File: config.mk
export PLATFORM = sky130hd
export DESIGN_NAME = wd_service_master_flat
export DESIGN_NICKNAME = d
export VERILOG_FILES = /design/src/rtl/wd_service_master_if.sv /design/src/rtl/wd_service_master.sv /design/src/flat_wrapper.sv
export SDC_FILE = /design/constraint.sdc
export NUM_CORES = 1
export LEC_CHECK = 0
export CORE_MARGIN = 4
export CORE_UTILIZATION = 45
export CTS_BUF_LIST = sky130_fd_sc_hd__clkbuf_4
export CTS_CLUSTER_DIAMETER = 150
export DETAILED_ROUTE_END_ITERATION = 7
export PLACE_DENSITY = 0.82
export SLEW_MARGIN = 20
export SYNTH_ARGS = -nofsm -noshare
export SYNTH_HDL_FRONTEND = slang
export SYNTH_SLANG_ARGS = --single-unit
File: constraint.sdc
create_clock -name clk -period 2 [get_ports clk]
set_input_delay 0.2 -clock clk [delete_from_list [all_inputs] [get_ports clk]]
set_output_delay 0.2 -clock clk [all_outputs]
set_load 0.005 [all_outputs]
File: src/rtl/wd_service_master_if.sv
// wd_service_master_if: watchdog ABUS/DBUS write port plus the failure status it returns
interface wd_service_master_if;
    logic [1:0] abus;
    logic [7:0] dbus;
    logic       wdfail;
    logic [1:0] flstat;
    modport master (output abus, dbus, input wdfail, flstat);
    modport slave  (input abus, dbus, output wdfail, flstat);
endinterface

File: src/rtl/wd_service_master.sv
// wd_service_master: unlocks and configures the watchdog, then services it periodically or on kick
module wd_service_master #(
    parameter logic [7:0]  KEY0     = 8'h55,
    parameter logic [7:0]  KEY1     = 8'hAA,
    parameter logic [7:0]  SRV_CODE = 8'hA5,
    parameter logic [15:0] PERIOD   = 16'd100
) (
    input  logic                       clk,
    input  logic                       rst,
    input  logic                       en,
    input  logic [7:0]                 cfg_win,
    input  logic [7:0]                 cfg_rstlmt,
    input  logic                       kick,
    input  logic                       clr,
    wd_service_master_if.master        bus,
    output logic                       busy,
    output logic                       cfg_done,
    output logic                       fault,
    output logic [1:0]                 fault_code,
    output logic [7:0]                 kick_cnt
);
    typedef enum logic [2:0] {S_IDLE, S_UNLK0, S_UNLK1, S_WRITE, S_GAP, S_WAIT, S_FAILED} state_t;
    localparam logic [1:0] CFG0 = 2'd0, CFG1 = 2'd1, SRV = 2'd2;
    state_t      st, nxt;
    logic [1:0]  job, nj;
    logic [7:0]  wdat;
    logic [15:0] cnt;
    logic        pend, kreq, in_txn, srv_go, gap_ok;
    assign kreq   = kick | pend;
    assign in_txn = st inside {S_UNLK0, S_UNLK1, S_WRITE, S_GAP};
    assign srv_go = (nxt == S_UNLK0) && (nj == SRV);
    assign gap_ok = (st == S_GAP) && !bus.wdfail;
    always_comb begin
        nxt = st;
        nj  = job;
        case (st)
            S_IDLE:  if (en) begin
                nxt = cfg_done ? S_WAIT : S_UNLK0;
                nj  = cfg_done ? job : CFG0;
            end
            S_UNLK0: nxt = S_UNLK1;
            S_UNLK1: nxt = S_WRITE;
            S_WRITE: nxt = S_GAP;
            S_GAP: begin
                if (!en) nxt = S_IDLE;
                else if (job == CFG0) begin
                    nxt = S_UNLK0;
                    nj  = CFG1;
                end else if (kreq) begin
                    nxt = S_UNLK0;
                    nj  = SRV;
                end else nxt = S_WAIT;
            end
            S_WAIT: begin
                if (!en) nxt = S_IDLE;
                else if (kreq || cnt == 16'd0) begin
                    nxt = S_UNLK0;
                    nj  = SRV;
                end
            end
            S_FAILED: if (clr) nxt = S_IDLE;
            default:  nxt = S_IDLE;
        endcase
        if (bus.wdfail) nxt = S_FAILED;
    end
    // Outputs are registered from the next state so the bus reflects the state of the same cycle
    always_ff @(posedge clk) begin
        if (!rst) begin
            st         <= S_IDLE;
            job        <= CFG0;
            wdat       <= 8'h00;
            cnt        <= 16'd0;
            pend       <= 1'b0;
            bus.abus   <= 2'b00;
            bus.dbus   <= 8'h00;
            busy       <= 1'b0;
            cfg_done   <= 1'b0;
            fault      <= 1'b0;
            fault_code <= 2'b00;
            kick_cnt   <= 8'h00;
        end else begin
            st         <= nxt;
            job        <= nj;
            bus.abus   <= (nxt == S_WRITE) ? {nj[1], |nj} : 2'b00;
            bus.dbus   <= (nxt == S_UNLK0) ? KEY0 : (nxt == S_UNLK1) ? KEY1 : (nxt == S_WRITE) ? wdat : 8'h00;
            busy       <= nxt inside {S_UNLK0, S_UNLK1, S_WRITE, S_GAP};
            fault      <= nxt == S_FAILED;
            fault_code <= (nxt != S_FAILED) ? 2'b00 : (st != S_FAILED) ? bus.flstat : fault_code;
            pend       <= (srv_go || (st == S_GAP && !en) || st == S_FAILED) ? 1'b0 : pend | (kick & in_txn);
            if (st == S_UNLK0) wdat <= (job == CFG0) ? cfg_win : (job == CFG1) ? cfg_rstlmt : SRV_CODE;
            if (nxt == S_WAIT && st != S_WAIT) cnt <= PERIOD - 16'd1;
            else if (st == S_WAIT) cnt <= cnt - 16'd1;
            if (st == S_FAILED && nxt == S_IDLE) cfg_done <= 1'b0;
            else if (gap_ok && job == CFG1) cfg_done <= 1'b1;
            if (gap_ok && job == SRV && kick_cnt != 8'hFF) kick_cnt <= kick_cnt + 8'd1;
        end
    end
endmodule

File: src/flat_wrapper.sv
// flat-port wrapper written by rule: the top's interface ports become plain ports
module wd_service_master_flat 
#(
    parameter logic [7:0]  KEY0     = 8'h55,
    parameter logic [7:0]  KEY1     = 8'hAA,
    parameter logic [7:0]  SRV_CODE = 8'hA5,
    parameter logic [15:0] PERIOD   = 16'd100
)
  (clk, rst, en, cfg_win, cfg_rstlmt, kick, clr, busy, cfg_done, fault, fault_code, kick_cnt, bus_abus, bus_dbus, bus_wdfail, bus_flstat);
  wd_service_master_if bus_i ();
  input  logic clk;
  input  logic rst;
  input  logic en;
  input  logic [7:0] cfg_win;
  input  logic [7:0] cfg_rstlmt;
  input  logic kick;
  input  logic clr;
  output logic busy;
  output logic cfg_done;
  output logic fault;
  output logic [1:0] fault_code;
  output logic [7:0] kick_cnt;
  output wire logic [$bits(bus_i.abus)-1:0] bus_abus;
  output wire logic [$bits(bus_i.dbus)-1:0] bus_dbus;
  input wire logic [$bits(bus_i.wdfail)-1:0] bus_wdfail;
  input wire logic [$bits(bus_i.flstat)-1:0] bus_flstat;
  assign bus_abus = bus_i.abus;
  assign bus_dbus = bus_i.dbus;
  assign bus_i.wdfail = bus_wdfail;
  assign bus_i.flstat = bus_flstat;
  wd_service_master #(.KEY0(KEY0), .KEY1(KEY1), .SRV_CODE(SRV_CODE), .PERIOD(PERIOD)) u_core (.clk(clk), .rst(rst), .en(en), .cfg_win(cfg_win), .cfg_rstlmt(cfg_rstlmt), .kick(kick), .clr(clr), .bus(bus_i), .busy(busy), .cfg_done(cfg_done), .fault(fault), .fault_code(fault_code), .kick_cnt(kick_cnt));
endmodule
## Word level (Yosys, flattened, before mapping)

Cells that the tools add are included.

- Register bits: 53
- Bits in latches: 0
- Bits in writable memories: 0
- Memory bits (read-only): 0
- Bits of input ports: 24
- Output and inout port bits: 23
- Logic and storage cells: 91
- Memories: 0

- Add/subtract/negate cells: 2
- Multipliers: 0
- Div/mod/pow operators: 0
- Magnitude comparators: 0
- Equal/unequal tests: 19
- Shifts and indexed selects: 0
- Muxes and demuxes: 25
- Bitwise logic cells: 4
- Reduce and logical (&&, ||, !) cells: 27

Operators with widths:

| cell | number |
|---|---|
| 8-bit two-way mux | 4 |
| 3-bit two-way mux | 9 |
| 7-bit two-way mux | 3 |
| 3-bit case mux with 7 select lines | 1 |
| 3-bit equality test (second input constant) | 6 |
| 16-bit logical NOT | 1 |
| 16-bit by 1-bit subtractor with 16-bit output (second input constant) | 1 |
| 2-bit two-way mux | 7 |
| 3-bit by 2-bit equality test with 1-bit output (second input constant) | 4 |
| 2-bit OR reduction | 6 |
| 3-bit inequality test (second input constant) | 3 |
| 8-bit by 1-bit adder with 8-bit output (second input constant) | 1 |
| 1-bit logical AND | 8 |
| 8-bit inequality test (second input constant) | 1 |
| 4-bit nonzero test | 2 |
| 3-bit by 1-bit equality test with 1-bit output (second input constant) | 2 |
| 3-bit logical NOT | 2 |
| 2-bit case mux with 3 select lines | 1 |
| 2-bit equality test (second input constant) | 2 |
| 1-bit logical OR | 3 |
| 2-bit by 1-bit equality test with 1-bit output (second input constant) | 1 |
| 1-bit logical NOT | 2 |
| 2-bit logical NOT | 1 |
| 1-bit bitwise OR | 2 |
| other kinds (4) | 4 |

## Logic depth before layout (Yosys ltp)

Gate-level depths: netlist of run 1.

- Depth after elaboration: 11
- Mapped depth: 7

## Least setup slack after synthesis of run 1

OpenSTA, ideal clock, no wires.

- Path type: register to register
- Start: reg u_core.cnt[0]
- End: reg u_core.bus.dbus[1]
- Arrival: 1.901 ns
- Data required time: 1.929 ns
- Setup slack: 0.028 ns
- Stages on the path, launching flop included: 8
- Period minus slack after synthesis: 1.972 ns
- Cell sequence: dfxtp_1 > inv_1 > ha_1 > nor4b_1 > nand4_1 > a211o_1 > or4_4 > a21oi_1

- Cells in the longest elaborated chain, start to end: 9
- Elaborated cells between the ends (all ways): 12
- Those cells by class: eq/ne (3); mux (6); reduce/logical (3)

Ends and longest elaborated chain:

| item | line | source |
|---|---|---|
| from (decl) | wd_service_master.sv:27 | `logic [15:0] cnt;` |
| from (signal assigned) | wd_service_master.sv:91 | `if (nxt == S_WAIT && st != S_WAIT) cnt <= PERIOD - 16'd1;` |
| from (signal assigned) | wd_service_master.sv:92 | `else if (st == S_WAIT) cnt <= cnt - 16'd1;` |
| 16-bit logical NOT * | wd_service_master.sv:56 | `else if (kreq \|\| cnt == 16'd0) begin` |
| 1-bit logical OR * | wd_service_master.sv:56 |  |
| 3-bit two-way mux * | wd_service_master.sv:56 |  |
| 3-bit two-way mux * | wd_service_master.sv:55 | `if (!en) nxt = S_IDLE;` |
| 3-bit case mux with 7 select lines * | wd_service_master.sv:36 | `case (st)` |
| 3-bit two-way mux * | wd_service_master.sv:64 | `if (bus.wdfail) nxt = S_FAILED;` |
| 3-bit by 2-bit equality test with 1-bit output | wd_service_master.sv:85 | `bus.dbus <= (nxt == S_UNLK0) ? KEY0 : (nxt == S_UNLK1) ? KEY1 : (nxt == S_WRITE) ? wdat : 8'h00;` |
| 8-bit two-way mux (2 in a row) | wd_service_master.sv:85 |  |
| to (signal assigned) | wd_service_master.sv:85 |  |
| to (decl) | wd_service_master_if.sv:7 | `modport master (output abus, dbus, input wdfail, flstat);` |

Every way passes the cells marked *; elsewhere a longest branch is shown, timed or not.
A chain may end at the register's enable or synchronous reset.

## Worst setup path after layout of run 1

- Start: reg u_core.cnt[6]
- End: reg u_core.busy

- Cells in the longest elaborated chain, start to end: 8
- Elaborated cells between the ends (all ways): 11
- Those cells by class: eq/ne (4); mux (4); reduce/logical (3)

Ends and longest elaborated chain:

| item | line | source |
|---|---|---|
| 16-bit logical NOT * | wd_service_master.sv:56 |  |
| 1-bit logical OR * | wd_service_master.sv:56 |  |
| 3-bit two-way mux * | wd_service_master.sv:56 |  |
| 3-bit two-way mux * | wd_service_master.sv:55 |  |
| 3-bit case mux with 7 select lines * | wd_service_master.sv:36 |  |
| 3-bit two-way mux * | wd_service_master.sv:64 |  |
| 3-bit by 1-bit equality test with 1-bit output, or another cell as far along | wd_service_master.sv:86 | `busy <= nxt inside {S_UNLK0, S_UNLK1, S_WRITE, S_GAP};` |
| 4-bit nonzero test * | wd_service_master.sv:86 |  |
| to (signal assigned) | wd_service_master.sv:86 |  |
| to (decl) | wd_service_master.sv:16 | `output logic busy,` |

Marks and branches as above.

==> results of run 1 <==
==> worst max-delay path, stage by stage, from the launching register on <==
cell and delay (ps):
dfxtp_1 370, nor4_4 330, nand4_1 200, a211o_4 430, or3_1 400, a211oi_2 220
==> routing by layer <==
metal,part of all wire,global-route usage,vias up
li1,-,-,1149
met1,0.42,0.247,1083
met2,0.51,0.335,62
met3,0.041,0.0399,23
met4,0.029,0.0642,0
met5,0,0,-
==> power by group <==
part	leakage, nW	internal [mW]	total [mW]	switching, mW
Clock	0.0414	0.265	0.604	0.339
Sequential	0.431	1.09	1.12	0.0298
Combinational	0.788	0.205	0.381	0.176
==> cell usage in the layout (no fill, tap or decap), types with 7 or more instances in the layout <==
| master | count |
|---|---|
| dfxtp_1 | 50 |
| clkdlybuf4s50_1 | 46 |
| nor2_1 | 39 |
| buf_4 | 33 |
| nand2_1 | 22 |
| nor3_1 | 17 |
| xnor2_1 | 12 |
| a21oi_1 | 9 |
| o21ai_0 | 9 |
| nand3_1 | 9 |
| inv_1 | 9 |
| a31oi_1 | 7 |
| xor2_1 | 7 |
| mux2i_1 | 7 |
==> synth_stat cells, types with 3 or more instances <==
| master | n |
|---|---|
| nand2b_1 | 6 |
| nor3_1 | 17 |
| clkbuf_1 | 6 |
| a21oi_1 | 13 |
| or3_1 | 4 |
| nand3_1 | 9 |
| nand2_1 | 22 |
| xnor2_1 | 12 |
| dfxtp_1 | 53 |
| mux2i_1 | 7 |
| nor4_1 | 4 |
| inv_1 | 12 |
| nor2b_1 | 3 |
| a31oi_1 | 7 |
| buf_2 | 4 |
| nor2_1 | 39 |
| xor2_1 | 7 |
| a211oi_1 | 6 |
| ha_1 | 3 |
| o21ai_0 | 13 |
==> cells by family after synthesis <==
family	after synthesis	share of synthesized area
fa+ha+maj	3	0.0155
compound gates	53	0.141
flops	53	0.439
buf+inv	23	0.0378
mux	9	0.0383
simple gates	123	0.259
xor+xnor	19	0.0689
==> stage by stage <==
step           instances  setup TNS (ps)  power [mW]  hold slack, ps  area (um^2)
2_1_floorplan        283               0        1.31             334         2420
3_3_place_gp         423           -1580        1.46             440         3190
3_5_place_dp         423           -2540        1.47             453         3190
4_1_cts              432               0        2.09             362         3330
5_1_grt              432            -932        2.20             360         3410
6_report             432               0        2.11             375         3410
==> cell type report <==
cell class | count | area [um^2] | area share
timing repair buffer | 82 | 751 | 0.220
clock inverter | 3 | 46.3 | 0.0136
tap | 70 | 87.6 | 0.0257
sequential | 53 | 1060 | 0.312
clock buffer | 5 | 37.5 | 0.0110
multi-input combinational | 207 | 1380 | 0.405
inverter | 12 | 45.0 | 0.0132
==> state kept, by name, indices dropped and copies added, names as in the netlist <==
name / cells
u_core.kick_cnt: 8
u_core.wdat: 8
u_core.st: 3
u_core.job: 2
u_core.bus.abus: 2
u_core.bus.dbus: 8
u_core.pend: 1
u_core.cfg_done: 1
u_core.busy: 1
u_core.cnt: 16
u_core.fault: 1
u_core.fault_code: 2
==> repair_timing <==
item,CTS,global route
setup buffers,1,0
resized for setup,9,27
pin swaps,3,2
endpoints found under the setup margin,12,25
==> worst max path at each step <==
stage | end | slack, ps | depth (start not counted) | startpoint
4_1_cts | u_core.busy | 30 | 7 | u_core.cnt[0]
5_1_grt | u_core.bus.dbus[5] | -120 | 7 | u_core.cnt[0]
6_report | u_core.busy | 20 | 5 | u_core.cnt[6]
3_3_place_gp | u_core.cnt[4] | -80 | 7 | en
3_5_place_dp | u_core.busy | -140 | 6 | bus_wdfail
2_1_floorplan | u_core.bus.dbus[1] | 30 | 7 | u_core.cnt[0]
==> results.json, run 1 <==
{
  "clock-root-buffer": "clkbuf_4",
  "num_io_pins": 47,
  "coreArea_um2": 5140,
  "synth_seq_cells": 53,
  "avgSynthCellArea_um2": 8.54,
  "grtUsageTotal": 0.197,
  "grt_pass1_wl_um": 10300,
  "criticalPathCategory": "reg2reg",
  "grt_max_degree": 24,
  "grt_setup_unrepaired": "true",
  "synth_edf_count": 0,
  "setup_viol": 0,
  "hold_buffers": 0,
  "clkLatencyLatePin_ps": 380,
  "syn-cell-area_um2": 2420,
  "fill_cells": 424,
  "cap_viol_max_count": 0,
  "antenna_found_initial": 0,
  "ys_types": 51,
  "worst-r2r-cell-count": 5,
  "finalWirelength_um": 6480,
  "dp_hpwl_um": 4500,
  "fin_crit_sh": 0.991,
  "async_reset_ff_frac": 0,
  "synth_top_area_frac": 0.439,
  "setup_slack_ps": 18.5,
  "max_freq_ghz": 0.505,
  "drtAntennaViolNets": 0,
  "cts_buffers": 5,
  "drt_iter0_markers": 129,
  "nets": 388,
  "num_rows": 26,
  "postLayoutCoreUtil": 0.664,
  "worst_hold_path_type": "in2reg",
  "drc_errors": 0,
  "synthCells": 283,
  "slew_violations": 0,
  "clk_pin_slew_ps": 160,
  "status": "completed",
  "required_ps": 2320,
  "synth_fp_nets": 310,
  "place.gp.congestion": 0.787,
  "synth_flop_cell": "dfxtp_1",
  "grt_pass1_vias": 2279,
  "r2r_start": "u_core.cnt[6]",
  "cts.sinks": 53,
  "r2r_setup_slack_ps": 20,
  "drt-wirelength-per-cell_um": 15.0,
  "power.leakage_nw": 1.26,
  "die-height_um": 81.3,
  "skew_ps": 20.1,
  "portBuffers": 46,
  "hold_depth": 3,
  "ys_seq_area_frac": 0.439,
  "start_util": 0.470,
  "cts_tree": "yes",
  "worstMarginPinSlew_ps": 407,
  "yosysTopAreaCell": "dfxtp_1",
  "die_area_um2": 6610,
  "endpoint_kind": "flop",
  "worstHoldStart": "bus_flstat[0]",
  "die_x_um": 81.3,
  "worstSetupStartpointType": "flop",
  "reg2reg_to": "u_core.busy",
  "vdd_ir_drop_max_v": 0.000601,
  "overflow": 0,
  "drt-vias-per-instance": 5.36,
  "maxSlewHeadroom": 0.728,
  "whs_endpoint": "u_core.fault_code[0]",
  "worstPathArrival_ps": 2300,
  "hold_viol_final": 0,
  "synth_warnings": 0,
  "synthTopCellsByArea": "dfxtp_1, nor2_1, xnor2_1",
  "cts_htree_levels": 2,
  "area_delta_synth_final_pct": 41.3,
  "antennaDiodeCount": 0,
  "num_vias": 2317,
  "p_per_area_nw_per_um2": 618,
  "cts_buffer_depth": 2,
  "drive_gt1_frac": 0.215,
  "pre_cts_ws_ps": -145,
  "min_period_ps": 1980,
  "first_pass_iters": 4,
  "worst-path-max-fanout": 7
}
No activity file was read; power rests on OpenSTA's default activity.
==> run 2: changes to the inputs <==
--- a/config.mk
+++ b/config.mk
@@ -5,10 +5,10 @@
 export SDC_FILE = /design/constraint.sdc
 export NUM_CORES = 1
 export LEC_CHECK = 0
-export CORE_MARGIN = 4
+export CORE_MARGIN = 10
 export CORE_UTILIZATION = 45
 export CTS_BUF_LIST = sky130_fd_sc_hd__clkbuf_4
-export CTS_CLUSTER_DIAMETER = 150
+export CTS_CLUSTER_DIAMETER = 80
 export DETAILED_ROUTE_END_ITERATION = 7
 export PLACE_DENSITY = 0.82
 export SLEW_MARGIN = 20
==> results.json, run 2 (same netlist as run 1, synthesis figures left out) <==
{
  "status": "completed",
  "place.gp.congestion": 0.872,
  "coreArea_um2": 5170,
  "area_delta_synth_final_pct": 40.8,
  "start_util": 0.467,
  "intPower_mw": 1.69,
  "largest_reg_flops": 16,
  "dp_cells": 426,
  "clk_pin_slew_ps": 140,
  "fill_cells": 448,
  "worst-path-max-fanout": 5,
  "worstMarginPinSlew_ps": 400,
  "grt_setup_unrepaired": "true",
  "drt-vias-per-instance": 5.34,
  "dp_hpwl_um": 4840,
  "portBuffers": 46,
  "antennaDiodeCount": 0,
  "top_register": "u_core.cnt",
  "clkLatencyLatePin_ps": 370,
  "worst_hold_path_type": "in2reg",
  "cap_viol_max_count": 0,
  "worstSetupStartpointType": "flop",
  "die_area_um2": 8700,
  "fin_hold_ws_ps": 376,
  "grt_pass1_vias": 2352,
  "num_rows": 26,
  "cts_buffers": 5,
  "first_pass_iters": 4,
  "worstHoldStart": "bus_flstat[1]",
  "hold_buffers": 0,
  "path_cells": "nor4_2, nand4_1, a211o_1, or4_4, a21oi_1",
  "hold_viol_final": 0,
  "required_ps": 2300,
  "clock-root-buffer": "clkbuf_4",
  "num_vias": 2330,
  "endpoint_kind": "flop",
  "criticalPathCategory": "reg2reg",
  "setup_viol": 0,
  "design_area_um2": 3400,
  "drtAntennaViolNets": 0,
  "max_freq_ghz": 0.508,
  "nets": 392,
  "max_stage_delay_ps": 480,
  "grt_pass1_wl_um": 10900,
  "cts_tree": "yes",
  "skew_ps": 14.0,
  "crit_buf_inv": 0,
  "maxSlewHeadroom": 0.731,
  "grtUsageTotal": 0.152,
  "worstPathArrival_ps": 2270,
  "drc_errors": 0,
  "cp_top_family": "simple AND/OR/NAND/NOR gates",
  "die_x_um": 93.3,
  "cts_buffer_depth": 2,
  "fin_crit_sh": 0.984,
  "vdd_ir_drop_max_v": 0.000359,
  "overflow": 0,
  "power_mw": 2.21,
  "r2r_start": "u_core.cnt[6]",
  "antenna_found_initial": 0,
  "p_per_area_nw_per_um2": 650,
  "seq_power_share": 0.507,
  "slowest_stage": "or4_4",
  "drt-wirelength-per-cell_um": 14.9,
  "combinationalPowerShare": 0.169,
  "cts.sinks": 53,
  "min_period_ps": 1970,
  "grt_max_degree": 24,
  "switching_share": 0.236,
  "clock_power_share": 0.324,
  "post_dp_cell_area_um2": 3230,
  "drt_iter0_markers": 92,
  "mostFrequentLayoutCell": "dfxtp_1",
  "cts_htree_levels": 2,
  "num_io_pins": 47,
  "finalWirelength_um": 6480,
  "final_cell_mix": "dfxtp_1, clkdlybuf4s50_1, nor2_1, buf_4, nand2_1",
  "power.leakage_nw": 1.28,
  "fin_setup_tns_ps": 0,
  "finalNonFillerCells": 436,
  "slew_violations": 0,
  "drive_gt1_frac": 0.194,
  "die-height_um": 93.3,
  "crit_start": "u_core.cnt[6]",
  "switching_power_mw": 0.522
}
-- run 2: layout make-up --
cell class              instances  area [um^2]  area share
clock buffers                   5         37.5      0.0110
well taps                      70         87.6      0.0258
inverters                      12         45.0      0.0132
clock inverters                 3         65.1      0.0191
multi-input cells             207         1310       0.386
flip-flops and latches         53         1070       0.313
repair buffers                 86          786       0.231
-- run 2: final timing paths --
kind,to,slack [ps],depth (start not counted)
max,u_core.bus.dbus[7],30,5
min,u_core.fault_code[1],380,3
max reg2reg,u_core.bus.dbus[7],30,5
min reg2reg,u_core.wdat[6],480,2
-- run 2: metrics by stage --
stage / util / setup slack, ps
after floorplan: - / 28.1
after global placement: 0.624 / -66.5
after detailed placement: 0.624 / -127
after CTS: 0.649 / 16.0
after global routing: 0.657 / -62.1
final: 0.657 / 31.8
-- run 2: what timing repair did --
action	in CTS	in global routing
pin swaps	2	3
resized for setup	4	15
buffers inserted	2	0
endpoints found under the setup margin	12	16
-- run 2: power by group through the flow --
| stage | Sequential (mW) | Combinational [mW] | Clock [mW] |
|---|---|---|---|
| after detailed placement | 1.14 | 0.346 | 0 |
| after global placement | 1.14 | 0.338 | 0 |
| final | 1.12 | 0.373 | 0.717 |
| after CTS | 1.12 | 0.361 | 0.727 |
| after global routing | 1.13 | 0.409 | 0.766 |
| after floorplan | 1.14 | 0.170 | 0 |
-- run 2: layer usage --
layer / GRT usage / wire [um] / vias up
met3: 0.0368 / 383 / 7
met2: 0.248 / 3080 / 53
met5: 0 / 0 / -
met4: 0.0501 / 73 / 0
li1: - / - / 1157
met1: 0.192 / 2950 / 1113
-- run 2: worst reg2reg max path, cell delays in order (launching register included) --
cell     delay (ps)
dfxtp_1         350
nor4_2          350
nand4_1         170
a211o_1         400
or4_4           480
a21oi_1         160
